$ cat config.mk
export PLATFORM = sky130hd
export DESIGN_NAME = rr_stream_arbiter
export DESIGN_NICKNAME = d
export VERILOG_FILES = /design/src/rtl/rr_stream_arbiter.sv
export SDC_FILE = /design/constraint.sdc
export NUM_CORES = 1
export LEC_CHECK = 0
export BUFFER_PORTS_ARGS = -buffer_cell sky130_fd_sc_hd__buf_2
export CELL_PAD_IN_SITES_DETAIL_PLACEMENT = 1
export CELL_PAD_IN_SITES_GLOBAL_PLACEMENT = 1
export CORE_MARGIN = 4
export CORE_UTILIZATION = 37
export CTS_BUF_LIST = sky130_fd_sc_hd__clkbuf_4 sky130_fd_sc_hd__clkbuf_8
export CTS_CLUSTER_DIAMETER = 40
export DETAILED_ROUTE_END_ITERATION = 16
export GPL_ROUTABILITY_DRIVEN = 0
export GPL_TIMING_DRIVEN = 0
export PLACE_DENSITY = 0.84
export SLEW_MARGIN = 40
export SYNTH_ARGS = -nofsm -noshare
export SYNTH_HDL_FRONTEND = slang
export SYNTH_SLANG_ARGS = --single-unit
$ cat constraint.sdc
create_clock -name clk -period 5.4 [get_ports clk]
set_input_delay 1.08 -clock clk [delete_from_list [all_inputs] [get_ports clk]]
set_output_delay 1.08 -clock clk [all_outputs]
set_load 0.005 [all_outputs]
$ cat src/rtl/rr_stream_arbiter.sv
// -----------------------------------------------------------------------------
// rr_stream_arbiter
//   Four-input round-robin stream arbiter with packet locking. A source that
//   wins a grant keeps the output until it delivers a beat flagged last. The
//   round-robin pointer only advances when a packet completes, so a packet is
//   never interleaved with beats from another source.
//
// Ports
//   clk           rising-edge clock
//   s_rst         synchronous active-high reset
//   start         grant enable for new packets (an open packet always completes)
//   src_vaild     [3:0]          per-source beat valid
//   src_data_in   [4*WIDTH-1:0]  per-source data, source i at [i*WIDTH +: WIDTH]
//   src_last      [3:0]          per-source end-of-packet flag
//   src_ready     [3:0]          per-source ready (combinational, at most one high)
//   dst_ready     downstream ready
//   dst_vaild     registered output valid
//   dst_data_out  [WIDTH-1:0]    registered output data
//   dst_last      registered output end-of-packet flag
//   dst_id        [1:0]          registered source index of the output beat
//   busy          registered, high while a packet is locked
// -----------------------------------------------------------------------------
module rr_stream_arbiter #(
  parameter int WIDTH = 8
) (
  input  logic               clk,
  input  logic               s_rst,
  input  logic               start,
  input  logic [3:0]         src_vaild,
  input  logic [4*WIDTH-1:0] src_data_in,
  input  logic [3:0]         src_last,
  output logic [3:0]         src_ready,
  input  logic               dst_ready,
  output logic               dst_vaild,
  output logic [WIDTH-1:0]   dst_data_out,
  output logic               dst_last,
  output logic [1:0]         dst_id,
  output logic               busy
);

  typedef enum logic [0:0] {
    ST_IDLE = 1'b0,
    ST_LOCK = 1'b1
  } state_t;

  state_t             r_state;
  state_t             w_state_nxt;
  logic [1:0]         r_owner;
  logic [1:0]         w_owner_nxt;
  logic [1:0]         r_ptr;
  logic [1:0]         w_ptr_nxt;
  logic               r_busy;
  logic               r_dst_vaild;
  logic [WIDTH-1:0]   r_dst_data;
  logic               r_dst_last;
  logic [1:0]         r_dst_id;

  logic               w_load;
  logic [2:0]         w_pick;
  logic               w_any;
  logic [1:0]         w_sel;
  logic [3:0]         w_src_ready;
  logic [1:0]         w_acc_idx;
  logic               w_accept;
  logic               w_acc_last;
  logic [WIDTH-1:0]   w_acc_data;

  // Returns {found, index} of the first valid source scanning ptr, ptr+1, ...
  // The loop runs from the lowest priority upward so the highest-priority
  // hit (offset 0) is the final writer.
  function automatic logic [2:0] rr_pick(input logic [1:0] ptr, input logic [3:0] vld);
    logic [1:0] idx;
    logic [2:0] res;
    res = 3'b000;
    for (int k = 3; k >= 0; k--) begin
      idx = ptr + k[1:0];
      if (vld[idx]) begin
        res = {1'b1, idx};
      end else begin
        res = res;
      end
    end
    return res;
  endfunction

  // The output register can take a new beat when empty or being drained.
  assign w_load = dst_ready | ~r_dst_vaild;
  assign w_pick = rr_pick(r_ptr, src_vaild);
  assign w_any  = w_pick[2];
  assign w_sel  = w_pick[1:0];

  // Grant decode: one-hot ready for the selected (IDLE) or locked (LOCK) source.
  always_comb begin
    w_src_ready = 4'b0000;
    w_acc_idx   = r_owner;
    case (r_state)
      ST_IDLE: begin
        w_acc_idx = w_sel;
        if (start && w_load && w_any) begin
          w_src_ready = 4'b0001 << w_sel;
        end else begin
          w_src_ready = 4'b0000;
        end
      end
      ST_LOCK: begin
        w_acc_idx = r_owner;
        if (w_load) begin
          w_src_ready = 4'b0001 << r_owner;
        end else begin
          w_src_ready = 4'b0000;
        end
      end
      default: begin
        w_acc_idx   = 2'd0;
        w_src_ready = 4'b0000;
      end
    endcase
  end

  assign src_ready  = w_src_ready;
  assign w_accept   = |(src_vaild & w_src_ready);
  assign w_acc_last = src_last[w_acc_idx];
  assign w_acc_data = src_data_in[int'(w_acc_idx)*WIDTH +: WIDTH];

  // Next-state logic: lock on a non-last beat, release and advance ptr on a last beat.
  always_comb begin
    w_state_nxt = r_state;
    w_owner_nxt = r_owner;
    w_ptr_nxt   = r_ptr;
    case (r_state)
      ST_IDLE: begin
        if (w_accept) begin
          if (w_acc_last) begin
            w_ptr_nxt = w_sel + 2'd1;
          end else begin
            w_state_nxt = ST_LOCK;
            w_owner_nxt = w_sel;
          end
        end else begin
          w_state_nxt = ST_IDLE;
        end
      end
      ST_LOCK: begin
        if (w_accept && w_acc_last) begin
          w_state_nxt = ST_IDLE;
          w_ptr_nxt   = r_owner + 2'd1;
        end else begin
          w_state_nxt = ST_LOCK;
        end
      end
      default: begin
        w_state_nxt = ST_IDLE;
      end
    endcase
  end

  // State, owner, pointer and busy flag registers.
  always_ff @(posedge clk) begin
    if (s_rst) begin
      r_state <= ST_IDLE;
      r_owner <= 2'd0;
      r_ptr   <= 2'd0;
      r_busy  <= 1'b0;
    end else begin
      r_state <= w_state_nxt;
      r_owner <= w_owner_nxt;
      r_ptr   <= w_ptr_nxt;
      r_busy  <= (w_state_nxt == ST_LOCK);
    end
  end

  // Output register: advances only when it can load; payload holds when no beat is taken.
  always_ff @(posedge clk) begin
    if (s_rst) begin
      r_dst_vaild <= 1'b0;
      r_dst_data  <= '0;
      r_dst_last  <= 1'b0;
      r_dst_id    <= 2'd0;
    end else if (w_load) begin
      r_dst_vaild <= w_accept;
      if (w_accept) begin
        r_dst_data <= w_acc_data;
        r_dst_last <= w_acc_last;
        r_dst_id   <= w_acc_idx;
      end
    end
  end

  assign dst_vaild    = r_dst_vaild;
  assign dst_data_out = r_dst_data;
  assign dst_last     = r_dst_last;
  assign dst_id       = r_dst_id;
  assign busy         = r_busy;

endmodule

==> run_results.csv <==
group,metric,value,unit
cells_and_area,num_antenna_cells,0,
synthesis,synth_compound_area_share,20.17,%
floorplanning,dieArea,4533,um^2
clock_tree,cts_resized,0,
sta,fmax,0.2722,GHz
clock_tree,clk_pin_slew_worst_paths,0.10,ns
pwr,p_sw_share,44.63,%
route,vias_per_cell,5.234,
route,drt_iter0_drc,19,
sta,drv_slew,0,
cells_and_area,area_delta_synth_final,29.20,%
outcome,status,"finished clean",
cells_and_area,multi_input_area,888.4,um^2
global_route,grt_max_degree,11,
floorplanning,die_h,67.33,um
pwr,pwr-share-clk,8.3,%
setup_path,worstPathArrival,2.59,ns
sta,slew-limit-headroom,58.79,%
pwr,seq_power_share,23.6,%
cells_and_area,layout.cells.most_common,"buf_2",
cells_and_area,regArea,340.3,um^2
pwr,finalPower,856.4,uW
global_route,grt_use_total,18.59,%
worst_hold_path,hold_path_depth,2,
pwr,vdd_drop_max,225.6,uV
sta,fin_crit_sh,68.04,%
placed_design,io_buffer_count,59,
global_route,overflow,0,
sta,grt_setup_unrepaired,"no",
clock_tree,cts_tree,"done",
synthesis,synth_top_area_cell,"dfxtp_1",
clock_tree,postCtsSetupRepairBufs,0,
sta,finalHoldViolCount,0,
global_route,grt_pass1_wl,6444,um
worst_hold_path,hp-class,"reg2reg",
route,finalWirelength,4149,um
cells_and_area,nFillCells,441,
route,vias,1319,
route,drtAntennaViolNets,0,
pwr,p_per_area,508.9,nW/um^2
pwr,leakagePower,0.8294,nW
synthesis,synthCells,143,
floorplanning,start_util,38.73,%
synthesis,synth-simple-area-share,18.44,%
cells_and_area,drive_gt1_share,39.32,%
setup_path,crit_fanout,10,
synthesis,synth_top_cell_area_share,26.13,%
sta,worst_slew_pin_slew,0.6116,ns
synthesis,netlist_area,1302,um^2
setup_path,reg2regPathDepth,8,
setup_path,crit_start,"src_vaild[0]",
sta,setup_viol,0,
synthesis,synth-adder-area-share,0,%
clock_tree,htreeDepth,1,
placed_design,dp_hpwl,3343,um
route,routedWlPerCell,16.46,um
floorplanning,fp-row-count,21,
synthesis,synth_area_leaders,"dfxtp_1, mux2i_1, nor2_1, nand2_1, buf_6",
route,drtPass1Iterations,4,
worst_hold_path,min_from,"dst_data_out[2]$_SDFFE_PP0P_",
cells_and_area,final_cell_mix,"buf_2, mux2i_1, nor2_1, dfxtp_1, nand2_1",
synthesis,synth_top_family_by_area,"multiplexers",
synthesis,synth_cell_types,45,
synthesis,synth_warnings,0,
global_route,antenna_found_initial,0,
setup_path,critPathRequiredTime,4.32,ns
setup_path,r2r_start,"r_ptr[1]$_SDFFE_PP0P_",
clock_tree,cts_root_buffer,"clkbuf_4",
setup_path,crit_path_start_kind,"input pin",
clock_tree,holdBufCountCts,0,
synthesis,synth_seq_area_share,26.13,%
sta,tns,0,ns
pwr,power.switching,382.2,uW
global_route,grt_pass1_vias,1397,
synthesis,yosys.area_share.xor_xnor,0.6724,%
clock_tree,clock_latency,0.30,ns
floorplanning,die_x,67.33,um
floorplanning,core-area,3363,um^2
synthesis,synth.area.mux_share,28.91,%
clock_tree,cts.sinks,17,
sta,finClkSkew,0.0006931,ns
cells_and_area,fin_nets,251,
clock_tree,cts_buffers,3,
synthesis,ys_ff_latch,17,
sta,hold_ws,0.5028,ns
pwr,p_comb_share,68.2,%
setup_path,path_class,"in2out",
floorplanning,ioPinCount,61,
clock_tree,cts_max_path_buffers,2,
setup_path,cp-end-kind,"output port",
sta,finalCriticalPeriod,3.674,ns
job,drv_cap,0,
synthesis,synthesis.nets,187,
synthesis,synth_area_per_cell,9.108,um^2
pwr,power.internal,474.2,uW
route,drc,0,
critical path, stage by stage:
cell,delay [ns]
buf_2,0.17
nand2_1,0.10
a311o_1,0.39
o221a_2,0.33
buf_2,0.25
a21oi_1,0.15
buf_2,0.13
cell usage after synthesis (all sizes together):
cell and count:
o21ai 5, nand3b 1, a32oi 1, inv 3, a211oi 1, o41ai 1, nor2 18, o31ai 1
o221a 1, a311oi 1, o2111a 2, o22ai 1, nor4 1, o21a 2, nor2b 3, a211o 1
or2 1, a21oi 6, xnor2 1, mux2 2, nand2 11, a311o 1, buf 7, clkbuf 2
nor3 3, or3 1, mux2i 35, a41oi 1, o2111ai 1, dfxtp 17, o41a 1, nand3 6
o21bai 1, nand2b 3
power groups by stage:
stage	registers, mW	logic, mW	clock network [mW]
CTS	0.202	0.591	0.0743
detailed placement	0.205	0.588	0
floorplan	0.205	0.432	0
global placement	0.202	0.569	0
global route	0.209	0.637	0.0804
finish	0.202	0.584	0.0709
state kept, by name, indices dropped and copies added, names as in the netlist, named ones only:
| name | flops |
|---|---|
| r_owner | 2 |
| dst_data_out | 8 |
| dst_vaild | 1 |
| dst_last | 1 |
| r_ptr | 2 |
| dst_id | 2 |
per-layer routing:
metal	vias up	part of all wire (%)	track usage (%)
li1	652	-	-
met1	634	42	21.14
met2	27	53	34.85
met3	6	3.4	2.829
met4	0	1.8	6.329
met5	-	0	0
area by class of cell:
class                           instances  share of cell area [%]
Buffer                                  9                   3.717
Tap cell                               46                   3.420
Clock inverter                          1                  0.2974
Multi-Input combinational cell        114                   52.79
Clock buffer                            3                   1.338
Timing Repair Buffer                   59                   17.55
Sequential cell                        17                   20.22
Inverter                                3                  0.6691
cell families after synthesis:
logic type,count (synthesis)
AOI/OAI and AO/OA,28
xor gates and xnor gates,1
buffers and inverters,12
DFF,17
muxes,37
and+or+nand+nor,48
stage by stage:
stage	setup WS, ns	utilization, %	std cells	area [um^2]
6_report	1.726	50.04	252	1683
5_1_grt	1.633	50.04	252	1683
2_1_floorplan	2.096	-	143	1303
3_3_place_gp	1.727	49.22	248	1655
4_1_cts	1.722	50.04	252	1683
3_5_place_dp	1.721	49.22	248	1655
worst paths after layout:
check	end	slack, ns
worst max-delay path	src_ready[1]	1.73
worst min-delay path	dst_data_out[2]$_SDFFE_PP0P_	0.50
worst max register to register	dst_id[1]$_SDFFE_PP0P_	3.10
worst min register to register	dst_data_out[2]$_SDFFE_PP0P_	0.50
(Power assumes the default switching activity.)
